<file path="src/rtl/video_port.sv">
// Video read port: grants DRAM cycles to video on a bandwidth-dependent slot mask,
// tracks up to three in-flight reads and returns words in order; all other cycles go to the CPU.
module video_port (
  input  logic        clk,
  input  logic        rst_n,
  input  logic        cend,
  input  logic        go,
  input  logic [1:0]  bw,
  input  logic [20:0] video_addr,
  output logic        video_next,
  output logic        video_strobe,
  output logic [15:0] video_data,
  output logic        dram_req,
  output logic [20:0] dram_addr,
  input  logic        dram_rdy,
  input  logic [15:0] dram_rdata,
  output logic        cpu_slot,
  output logic        err
);

  localparam int unsigned AW = 21;
  localparam int unsigned DW = 16;
  localparam int unsigned CW = 4;
  localparam int unsigned OW = 2;
  localparam logic [OW-1:0] OUT_MAX = '1;

  logic [CW-1:0] ccnt;
  logic [CW-1:0] ccnt_nxt;
  logic [CW-1:0] phase_c;
  logic          go_d;
  logic [OW-1:0] outstanding;
  logic [OW-1:0] outstanding_nxt;
  logic          realign_c;
  logic          mask_c;
  logic          slot_c;
  logic          rdy_ok_c;

  // Slot decision for the current DRAM cycle and next-state of the counters.
  always_comb begin
    realign_c       = go & ~go_d;
    phase_c         = realign_c ? '0 : ccnt;
    mask_c          = 1'b0;
    ccnt_nxt        = ccnt;
    outstanding_nxt = outstanding;

    case (bw)
      2'b00:   mask_c = (phase_c[2:0] == 3'd0);
      2'b01:   mask_c = (phase_c[1:0] == 2'd0);
      default: mask_c = ~phase_c[0];
    endcase

    slot_c   = cend & go & mask_c & (outstanding != OUT_MAX);
    rdy_ok_c = dram_rdy & (outstanding != '0);

    if (cend) begin
      ccnt_nxt = realign_c ? CW'(1) : ccnt + CW'(1);
    end

    case ({slot_c, rdy_ok_c})
      2'b10:   outstanding_nxt = outstanding + OW'(1);
      2'b01:   outstanding_nxt = outstanding - OW'(1);
      default: outstanding_nxt = outstanding;
    endcase
  end

  // Handshake pulses act in the same clk as the slot; masked while reset is held.
  assign video_next = rst_n & slot_c;
  assign cpu_slot   = rst_n & cend & ~slot_c;

  always_ff @(posedge clk) begin
    if (!rst_n) begin
      ccnt         <= '0;
      go_d         <= 1'b0;
      outstanding  <= '0;
      dram_req     <= 1'b0;
      dram_addr    <= '0;
      video_strobe <= 1'b0;
      video_data   <= '0;
      err          <= 1'b0;
    end else begin
      if (cend) begin
        go_d <= go;
      end
      ccnt         <= ccnt_nxt;
      outstanding  <= outstanding_nxt;
      dram_req     <= slot_c;
      video_strobe <= rdy_ok_c;
      if (slot_c) begin
        dram_addr <= AW'(video_addr);
      end
      if (rdy_ok_c) begin
        video_data <= DW'(dram_rdata);
      end
      // A return with nothing in flight is a protocol violation; latch it.
      if (dram_rdy && !rdy_ok_c) begin
        err <= 1'b1;
      end
    end
  end

endmodule
</file>
<file path="config.mk">
export PLATFORM = sky130hd
export DESIGN_NAME = video_port
export DESIGN_NICKNAME = d
export VERILOG_FILES = /design/src/rtl/video_port.sv
export SDC_FILE = /design/constraint.sdc
export NUM_CORES = 1
export LEC_CHECK = 0
export BUFFER_PORTS_ARGS = -buffer_cell sky130_fd_sc_hd__buf_2
export CORE_MARGIN = 3
export CORE_UTILIZATION = 45
export CTS_CLUSTER_SIZE = 25
export DETAILED_ROUTE_END_ITERATION = 16
export GPL_ROUTABILITY_DRIVEN = 0
export GPL_TIMING_DRIVEN = 0
export PLACE_DENSITY = 0.81
export SLEW_MARGIN = 10
export SYNTH_ARGS = -nofsm -noshare
export SYNTH_HDL_FRONTEND = slang
export SYNTH_SLANG_ARGS = --single-unit
</file>
<file path="constraint.sdc">
create_clock -name clk -period 2.9 [get_ports clk]
set_input_delay 0.58 -clock clk [delete_from_list [all_inputs] [get_ports clk]]
set_output_delay 0.58 -clock clk [all_outputs]
set_load 0.005 [all_outputs]
</file>
======== Word level (Yosys, flattened, before mapping) ========
Cells that the tools add are included.
W data, S select, Z words.
word-level totals
  flip-flop bits (word level) ............. 47
  word-level logic and storage cells ...... 37
cells by class
  add/subtract/negate cells ............... 3
  equal/unequal tests ..................... 4
  muxes and demuxes ....................... 4
  bitwise logic cells ..................... 11
  reduce and logical (&&, ||, !) cells .... 7
operators with widths
  operator               number
  $and A1 B1 Y1          8
  $add A4 B1 Y4 const B  1
  $eq A2 B1 Y1 const B   2
  $logic_not A2 Y1       2
  $mux W4                1
  $pmux W2 S2            1
  $reduce_bool A2 Y1     2
  $logic_not A3 Y1       1
  $mux W3                1
  $not A1 Y1             3
  $add A2 B1 Y2 const B  1
  $eq A2 B2 Y1 const B   1
  $ne A2 B2 Y1 const B   1
  $pmux W1 S2            1
  $sub A2 B1 Y2 const B  1
  $logic_and A1 B1 Y1    1
  $logic_not A1 Y1       1

======== Logic depth before layout (Yosys ltp) ========
  depth after elaboration ................. 9
  mapped depth ............................ 10
  gate-level depth less buffers ........... 8

======== Worst setup path before layout ========
Ideal clock, no wire load.
  kind .................................... input -> register
  from .................................... input go
  to ...................................... register outstanding[1]
  library setup time ...................... 0.076 ns
  arrival ................................. 2.069 ns
  required time ........................... 2.824 ns
  path slack .............................. 0.755 ns
  stages on the path ...................... 9
  cell sequence ........................... nand2_2 -> a221oi_2 -> o31a_1 -> buf_6 -> buf_8 -> inv_1 -> ha_1 -> or3_1 -> a21boi_0
on the way
  cells in the longest elaborated chain, start to end .. 8
  elaborated cells between the ends (all ways) .. 13
  those cells by class .................... 2 x eq/ne; 3 x mux; 5 x bitwise; 3 x reduce/logical
ends and longest elaborated chain
  item                                               RTL line  RTL
  start: declaration                                 7         input logic go,
  $and A1 B1 Y1                                      40        realign_c = go & ~go_d;
  $mux W3                                            41        phase_c = realign_c ? '0 : ccnt;
  $logic_not A3 Y1, or another cell as far along     47        2'b00: mask_c = (phase_c[2:0] == 3'd0);
  $pmux W1 S2                                        46        case (bw)
  $and A1 B1 Y1 (*) (2 in series)                    52        slot_c = cend & go & mask_c & (outstanding != OUT_MAX);
  $eq A2 B1 Y1 or $eq A2 B2 Y1 (tied branches)       59        case ({slot_c, rdy_ok_c})
  $pmux W2 S2 or $reduce_bool A2 Y1 (tied branches)  -
  end signal: assignment                             85        outstanding <= outstanding_nxt;
  end: declaration                                   31        logic [OW-1:0] outstanding;
Mark *: on every way between the ends. The rest lies on a longest branch, timed or not.
A chain may end at the register's enable or synchronous reset.

======== Worst setup path after layout ========
  from .................................... register outstanding[0]
  to ...................................... output video_next
on the way
  cells in the longest elaborated chain, start to end .. 3
ends and longest elaborated chain
  item              RTL line  RTL
  $ne A2 B2 Y1      52
  $and A1 B1 Y1     52
  $and A1 B1 Y1     67        assign video_next = rst_n & slot_c;
  end: declaration  10        output logic video_next,
Every way passes these cells.

==> flow_summary.ini <==
[hold_path]
min_path_cells = 2
min_from = dram_addr[9]$_SDFFE_PN0P_
min_to = dram_addr[9]$_SDFFE_PN0P_
hold_path_class = flop to flop

[routing]
first_pass_iters = 4
ant_nets = 0
finalWirelength_um = 4000
top_layer = met4
wl_per_cell_um = 11.4
drc = 0
drt_iter0_markers = 73
met1_length_um = 1810
wl_met3_um = 435
viasPerCell = 4.68
dr_wl_met2_um = 1680
via_count = 1635

[synth]
syn_inst = 209
synthArstFlopShare = 0
synth_commonest_cells = 78 x nand2_1, 46 x dfxtp_1, 21 x mux2i_1, 19 x a21boi_0, 6 x clkbuf_1
yosysMostFrequentCell = nand2_1
synth_compound_area_frac = 0.113
syn-cell-area_mm2 = 0.00187
synth_warnings = 0
ys_ff_latch = 46
syn_avg_cell_area_um2 = 8.94
netlist_top_cells_area = dfxtp_1 49%, nand2_1 16%, mux2i_1 11%
yosysTopAreaCell = dfxtp_1
ys_seq_area_frac = 0.493
synth_fp_nets = 255
synth_top_family_by_area = simple AND/OR/NAND/NOR gates
synthFlopType = dfxtp_1
yosysTopAreaCellShare = 0.493
ys_types = 28
synth-edff-count = 0
synth_fa_ha_area_frac = 0.0134
yosys.area_share.simple = 0.201
synth-xor-area-share = 0.00937
synthMuxAreaShare = 0.112

[worst_setup_path]
r2r_cells = 9
rrSetupSlack_ns = 0.72
r2r-start = outstanding[0]$_SDFFE_PN0P_
slowest_delay_ns = 0.30
crit_required_ns = 2.32
cp-start-kind = flop
r2r-end = outstanding[1]$_SDFFE_PN0P_
crit_path_end_kind = output pin
crit_top_cell = buf_2
worstSetupPathType = flop to output pin
setup.worst_path.start = outstanding[0]$_SDFFE_PN0P_
cp_slowest_cell = dfxtp_1
arrival_ns = 1.73
path_cells = buf_2 -> a221oi_2 -> o31a_1 -> buf_6 -> buf_8 -> and2_1 -> buf_2
crit_fanout = 10

[clock_network]
post_cts_buffers = 0
path_clk_slew_ns = 0.08
ctsHtreeMaxLevel = 2
clock-sinks = 46
cts_resized = 0
cts_buffers = 5
cts_tree = done
clock_latency_ns = 0.30
ctsLongestPathBuffers = 2
cts-root-buf = clkbuf_8
cts_hold_buf = 0

[placement]
io_buffers = 84
dp_hpwl_um = 2990
dp_slack_ns = 0.420

[timing]
relSlewSlack = 0.693
hold-worst-slack_ns = 0.456
finalSetupTns_ns = 0
max_slew.worst_pin.slew_ns = 0.460
setup_viol = 0
fin_ws_ns = 0.588
hold_viol_final = 0
period_minus_slack_ns = 2.31
fmax_mhz = 432
fin_worst_skew_ns = 0.00610
slew_violations = 0
final.period_utilization = 0.797
rsz0062_at_grt = no

[floorplanning]
die_width_um = 70.5
die-area_mm2 = 0.00496
rows = 22
die_h_um = 70.5
ios = 86
initial_core_util = 0.489
core_mm2 = 0.00383

[power]
ir_worst_vdd_uv = 335
p_per_area_mw_per_mm2 = 658
power.leakage_nw = 1.18

[cells_and_area]
final_nets = 346
drive_gt1_frac = 0.342
syn_to_final_growth_pct = 33.3
antennaDiodeCount = 0
fin_util = 0.651

[global_route]
gr-total-overflow = 0
grt_pass1_wl_um = 6450
grt_max_degree = 15
antenna_found_initial = 0
groute.usage.overall = 0.163
grt_pass1_vias = 1445

[status]
status = complete, no violations

[run]
cap_violations = 0
-- kinds of logic after synthesis --
logic type | after synthesis
compound gates | 28
fa+ha+maj | 2
flops | 46
mux | 21
buf+inv | 18
simple gates | 92
xor+xnor | 2
-- layer usage --
metal / GRT usage / up-vias
li1: - / 849
met1: 0.212 / 710
met2: 0.241 / 69
met3: 0.0590 / 7
met4: 0.0702 / 0
met5: 0 / -
-- registers in the layout (all words and copies together) (netlist names) --
signal and flops:
outstanding 2, video_data 16, dram_req 1, err 1, go_d 1, ccnt 3, video_strobe 1, dram_addr 21
-- how the worst max path moves through the flow --
stage | endpoint | slack, ns | cells after the start
CTS | video_next | 0.55 | 7
finish | video_next | 0.59 | 7
floorplan | outstanding[1]$_SDFFE_PN0P_ | 0.76 | 9
global route | video_next | 0.47 | 7
global placement | outstanding[1]$_SDFFE_PN0P_ | 0.46 | 10
detailed placement | outstanding[1]$_SDFFE_PN0P_ | 0.42 | 10
-- through the flow --
stage	instance area [um^2]	power, mW	std cells
after CTS	2490	1.66	349
after global routing	2490	1.73	349
after global placement	2350	1.08	341
after floorplan	1870	0.958	209
after detailed placement	2350	1.09	341
final	2490	1.64	349
-- layout by cell type (no fill, tap or decap), types with 2 or more instances in the layout --
cell type	n
buf_2	88
nand2_1	78
dfxtp_1	46
mux2i_1	21
a21boi_0	19
clkbuf_1	6
clkbuf_8	6
and2_1	5
inv_1	3
nor2b_1	3
a21oi_1	2
nor2_1	2
xnor2_1	2
o21ai_0	2
ha_1	2
bufinv_16	2
-- power breakdown --
group	switching [mW]	internal (mW)	total, mW	leakage (nW)
Clock	0.203	0.367	0.571	0.0714
Sequential	0.0358	0.703	0.739	0.376
Combinational	0.173	0.158	0.332	0.737
-- worst max-delay path, delay by kind of cell (launching register included) --
kind,cells,cell delay (ns)
simple gates,1,0.12
buf+inv,4,0.55
compound gates,2,0.46
flops,1,0.30
-- area by class of cell --
type | instances | area [um^2]
buffer | 14 | 92.6
clock buffer | 6 | 82.6
clock inverter | 2 | 60.1
fill | 339 | 1330
inverter | 4 | 15.0
multi-input combinational | 145 | 841
sequential | 46 | 921
tap | 48 | 60.1
timing repair buffer | 84 | 420
(Power assumes the default switching activity.)
